### src/rtl/led_blink_bank.sv
// led_blink_bank: bank of NCH independent LED blink generators in the sys_clk domain.
// Each channel has a programmable half-period and a mode: off, square-wave toggle,
// one-cycle pulse every half+1 cycles, or registered pass-through of led_in.
// Channels are reconfigured by a one-cycle write strobe (cfg_we / cfg_ch).
// Optional build macro LED_BLINK_SYNC_EN: when defined, led_in is passed through a
// 2-flop synchronizer before PASS mode uses it (PASS latency 3 cycles instead of 1).
module led_blink_bank #(
  parameter int               NCH          = 4,
  parameter int               CNT_W        = 32,
  parameter logic [CNT_W-1:0] DEFAULT_HALF = CNT_W'(50000000),
  parameter logic [1:0]       DEFAULT_MODE = 2'd1
) (
  input  logic                    sys_clk,
  input  logic                    sys_rst,
  input  logic                    cfg_we,
  input  logic [$clog2(NCH)-1:0]  cfg_ch,
  input  logic [CNT_W-1:0]        cfg_half,
  input  logic [1:0]              cfg_mode,
  input  logic [NCH-1:0]          led_in,
  output logic [NCH-1:0]          led_out,
  output logic [NCH-1:0]          wrap_pulse
);

  localparam int CH_W = $clog2(NCH);

  typedef enum logic [1:0] {
    MODE_OFF    = 2'd0,
    MODE_TOGGLE = 2'd1,
    MODE_PULSE  = 2'd2,
    MODE_PASS   = 2'd3
  } mode_e;

  logic [CNT_W-1:0] cnt_q  [NCH];
  logic [CNT_W-1:0] cnt_d  [NCH];
  logic [CNT_W-1:0] half_q [NCH];
  logic [CNT_W-1:0] half_d [NCH];
  mode_e            mode_q [NCH];
  mode_e            mode_d [NCH];
  logic [NCH-1:0]   led_q, led_d;
  logic [NCH-1:0]   wrap_q, wrap_d;
  logic [NCH-1:0]   pass_src;

`ifdef LED_BLINK_SYNC_EN
  logic [NCH-1:0] sync1_q, sync2_q;

  // Two-flop synchronizer bringing led_in into the sys_clk domain.
  always_ff @(posedge sys_clk) begin
    if (sys_rst) begin
      sync1_q <= '0;
      sync2_q <= '0;
    end else begin
      sync1_q <= led_in;
      sync2_q <= sync1_q;
    end
  end

  assign pass_src = sync2_q;
`else
  // led_in is assumed already synchronous to sys_clk.
  assign pass_src = led_in;
`endif

  // Per-channel next state: mode-selected counter/LED update, then any config write overrides it.
  always_comb begin
    for (int c = 0; c < NCH; c++) begin
      // NOTE: every output of this block gets a default before the case so no path leaves it unassigned (which would infer a latch).
      half_d[c] = half_q[c];
      mode_d[c] = mode_q[c];
      cnt_d[c]  = '0;
      led_d[c]  = 1'b0;
      wrap_d[c] = 1'b0;

      case (mode_q[c])
        MODE_TOGGLE: begin
          if (cnt_q[c] == half_q[c]) begin
            wrap_d[c] = 1'b1;
            led_d[c]  = ~led_q[c];
          end else begin
            cnt_d[c] = cnt_q[c] + CNT_W'(1);
            led_d[c] = led_q[c];
          end
        end
        MODE_PULSE: begin
          if (cnt_q[c] == half_q[c]) begin
            wrap_d[c] = 1'b1;
            led_d[c]  = 1'b1;
          end else begin
            cnt_d[c] = cnt_q[c] + CNT_W'(1);
          end
        end
        MODE_PASS: begin
          led_d[c] = pass_src[c];
        end
        default: begin
          // MODE_OFF: counter parked at 0, LED and strobe low.
        end
      endcase

      // A write restarts the channel's phase and wins over a same-cycle wrap.
      // Indices >= NCH never match any c, so such writes are dropped.
      if (cfg_we && (cfg_ch == CH_W'(c))) begin
        half_d[c] = cfg_half;
        mode_d[c] = mode_e'(cfg_mode);
        cnt_d[c]  = '0;
        led_d[c]  = 1'b0;
        wrap_d[c] = 1'b0;
      end
    end
  end

  // Channel state registers with synchronous reset.
  always_ff @(posedge sys_clk) begin
    if (sys_rst) begin
      // NOTE: these per-channel arrays are individual flops, not RAM, so every entry is reset explicitly.
      for (int c = 0; c < NCH; c++) begin
        cnt_q[c]  <= '0;
        half_q[c] <= DEFAULT_HALF;
        mode_q[c] <= mode_e'(DEFAULT_MODE);
      end
      led_q  <= '0;
      wrap_q <= '0;
    end else begin
      // NOTE: sequential state uses non-blocking assignment so all flops update from the same pre-edge values.
      for (int c = 0; c < NCH; c++) begin
        cnt_q[c]  <= cnt_d[c];
        half_q[c] <= half_d[c];
        mode_q[c] <= mode_d[c];
      end
      led_q  <= led_d;
      wrap_q <= wrap_d;
    end
  end

  assign led_out    = led_q;
  assign wrap_pulse = wrap_q;

endmodule

### config.mk
export PLATFORM = sky130hd
export DESIGN_NAME = led_blink_bank
export DESIGN_NICKNAME = d
export VERILOG_FILES = /design/src/rtl/led_blink_bank.sv
export SDC_FILE = /design/constraint.sdc
export NUM_CORES = 1
export LEC_CHECK = 0
export BUFFER_PORTS_ARGS = -buffer_cell sky130_fd_sc_hd__buf_2
export CORE_MARGIN = 1
export CORE_UTILIZATION = 55
export CTS_CLUSTER_DIAMETER = 60
export DETAILED_ROUTE_END_ITERATION = 7
export PLACE_DENSITY = 0.71
export RECOVER_POWER = 50
export SYNTH_ARGS = -nofsm -noshare
export SYNTH_HDL_FRONTEND = slang
export SYNTH_SLANG_ARGS = --single-unit
### constraint.sdc
create_clock -name sys_clk -period 3 [get_ports sys_clk]
set_input_delay 0.15 -clock sys_clk [delete_from_list [all_inputs] [get_ports sys_clk]]
set_output_delay 0.15 -clock sys_clk [all_outputs]
set_load 0.05 [all_outputs]
==> out/results.ini <==
[pwr]
p_seq_share_pct = 47.6
switchingPower_uw = 1874
finalPower_uw = 7937
p_int_uw = 6063
p_leak_uw = 0.005376
clkPwrFrac_pct = 46.0
comb_power_share_pct = 6.4
switching_share_pct = 23.61
ir_worst_vdd_mv = 0.4146
power_density_nw_per_um2 = 566.1

[floorplan]
pin_count = 51
coreArea_um2 = 21820
fp.dieW_um = 151.3
die_y_um = 151.3
die_area_um2 = 22900
rows = 54
start_util_pct = 56.21

[worst_setup_path]
cp-start-kind = flip-flop
end_kind = flip-flop
cp_max_fo = 8
cp.arrival_ps = 2690
cp.required_ps = 3470
crit_type = flip-flop to flip-flop

[layout]
nets = 1595
areaGrowthSynthToFinish_pct = 14.29
fill_cells = 1898
drive_gt1_share_pct = 7.658

[synthesis]
synth_area_um2 = 12270
synth_cell_types = 39
synthesis.nets = 1537
synth_edf_count = 0
synth-seq-cells = 272
async_reset_ff_share_pct = 0
yosys_warnings = 0
yosysSeqAreaShare_pct = 44.39
postSynthCellCount = 1474
syn_avg_cell_area_um2 = 8.322
yosys_most_used_dff = dfxtp_1

[cts]
post_cts_buffers = 0
cts_htree_levels = 1
cts-buffers-inserted = 28
cts_tree = yes
cts-resized-gates = 0
clock_latency_ps = 550
cts.sinks = 272
cts_root_buf = clkbuf_16
cts.clk_slew.worst_paths_ps = 60
cts.path.max_buffers = 3

[place]
port_buffers = 50
dp_hpwl_um = 21130
place.gp.congestion = 0.8889

[run]
drv_cap = 5

[route]
drtIter0Drc = 618
viasPerCell = 5.456
dr.pass1.iters = 5
routed_wl_um = 31300
ant_nets = 0
vias = 10010
wl_per_cell_um = 17.06
drc = 0

[sta]
worst_pin_slew_ps = 1901
max_slew_margin_pct = -26.75
setup_violations = 0
tns_ps = 0
grt_setup_unrepaired = no
finalCritPeriodShare_pct = 74.07
fmax_mhz = 450.0
fin_hold_ws_ps = 25.88
hold_violations = 0
drv_slew = 182
skew_ps = 17.60
min_period_ps = 2222

[worst_hold_path]
min_path_type = primary input to flip-flop

[global_routing]
track_usage_pct = 27.60
first_global_vias = 9141
antenna_found_initial = 1
grt_pass1_wl_um = 48600
grt_max_degree = 54
gr-total-overflow = 0

[run_status]
violations = capacitance limit, slew limit
status = finished with violations

==> registers in the layout, indices dropped and copies added (netlist names) <==
register,flops
cnt_q,128
half_q,128
led_out,4
mode_q,8
wrap_pulse,4
==> worst max-delay path, cell delays in order (launching register included) <==
cell     delay [ps]
dfxtp_1         440
nand3_2         120
or3_1           500
or4_1           550
or3_1           380
a21oi_1         160
==> synth_stat cells (2+ instances only) <==
cell      count  area (um2)
nor3_1       26       130.1
or2_2         2       12.51
or3_1         6       37.54
nand2_1     307        1152
o211ai_1      3       22.52
a32oi_1       4       35.03
o21ai_0       4       20.02
mux2_2        4       45.04
dfxtp_1     272        5445
ha_1         20       250.2
and3_1       21       131.4
inv_1        28       105.1
a21oi_1      88       440.4
or4_1         4       30.03
clkbuf_1     62       232.7
nand3_1      47       235.2
nand4_1      41       256.5
nor3b_1       2       15.01
and2_1        3       18.77
xor2_1      153        1340
nor2_1      162       608.1
nor4_1       40       250.2
buf_2         3       15.01
and4_1       11       96.34
nand3b_1     48       360.4
buf_1         4       15.01
a221oi_1      4       35.03
a211o_1       4       35.03
xnor2_1      91       797.0
==> power by group through the flow <==
| stage | sequential [uW] | clock [uW] | combinational [uW] |
|---|---|---|---|
| global route | 3780 | 3850 | 560 |
| detailed placement | 3850 | 0 | 472 |
| floorplan | 3830 | 0 | 302 |
| CTS | 3780 | 3690 | 508 |
| finish | 3780 | 3650 | 511 |
| global placement | 3850 | 0 | 464 |
==> layer usage <==
metal,routed length [um],track usage [%]
met4,1005,9.950
met1,14420,37.91
met3,1517,3.283
met5,0,0
met2,14360,44.43
==> metrics by stage <==
step,worst slack [ps],util (%),cells,cell area (um2)
final,778.0,64.24,1835,14020
after global routing,648.7,64.24,1835,14020
after CTS,788.2,64.33,1834,14040
after detailed placement,800.5,58.32,1749,12730
after global placement,842.7,58.32,1749,12730
after floorplan,933.7,-,1474,12270
==> cells in the final DEF (no fill, tap or decap), types with 4 or more instances in the layout <==
cell type,n
clkbuf_1,11
nand2_1,307
nand3_1,47
xor2_1,153
inv_1,28
a211o_1,4
mux2_2,4
xnor2_1,91
clkinv_2,6
a221oi_1,4
ha_1,20
dfxtp_1,272
o21ai_0,4
a21oi_1,88
clkbuf_16,28
nor3_1,26
nor2_1,160
nand4_1,41
buf_4,12
or4_1,4
a32oi_1,4
buf_2,44
dlygate4sd3_1,33
nand3b_1,48
or3_1,6
nor4_1,39
and3_1,21
clkbuf_8,8
and4_1,11
==> cell type report <==
cell class,instances,area (um2),area share (%)
clock inverters,13,158.9,1.133
multi-input cells,1105,6465,46.11
clock buffers,39,822.0,5.863
well taps,280,350.3,2.499
diodes,1,2.502,0.01785
repair buffers,97,670.6,4.784
inverters,28,105.1,0.7497
flip-flops and latches,272,5445,38.84
==> repair_timing <==
action / CTS / global route
hold buffers: 33 / 0
endpoints found under the hold margin: 132 / 0
setup endpoints to repair: 0 / 0
==> final timing paths <==
| kind | slack, ps | end | cells after the start | from |
|---|---|---|---|---|
| worst min-delay path | 30 | mode_q[0][0] | 2 | cfg_mode[0] |
| worst max register to register | 780 | cnt_q[2][31] | 5 | cnt_q[2][2] |
| worst max-delay path | 780 | cnt_q[2][31] | 5 | cnt_q[2][2] |
| worst min register to register | 470 | half_q[3][31] | 2 | half_q[3][31] |
==> logic make-up (layout without fill, tap and decap cells) <==
group / count (synthesis) / after routing / share of synthesized area, %
muxes: 4 / 4 / 0.3672
buffers and inverters: 97 / 177 / 2.999
AOI/OAI and AO/OA: 108 / 108 / 4.875
adders and majority gates: 20 / 20 / 2.040
DFF: 272 / 272 / 44.39
and+or+nand+nor: 729 / 729 / 27.91
xor gates and xnor gates: 244 / 244 / 17.42
other: 0 / 1 / 0
Note: power is estimated with default switching activity, not from simulation.
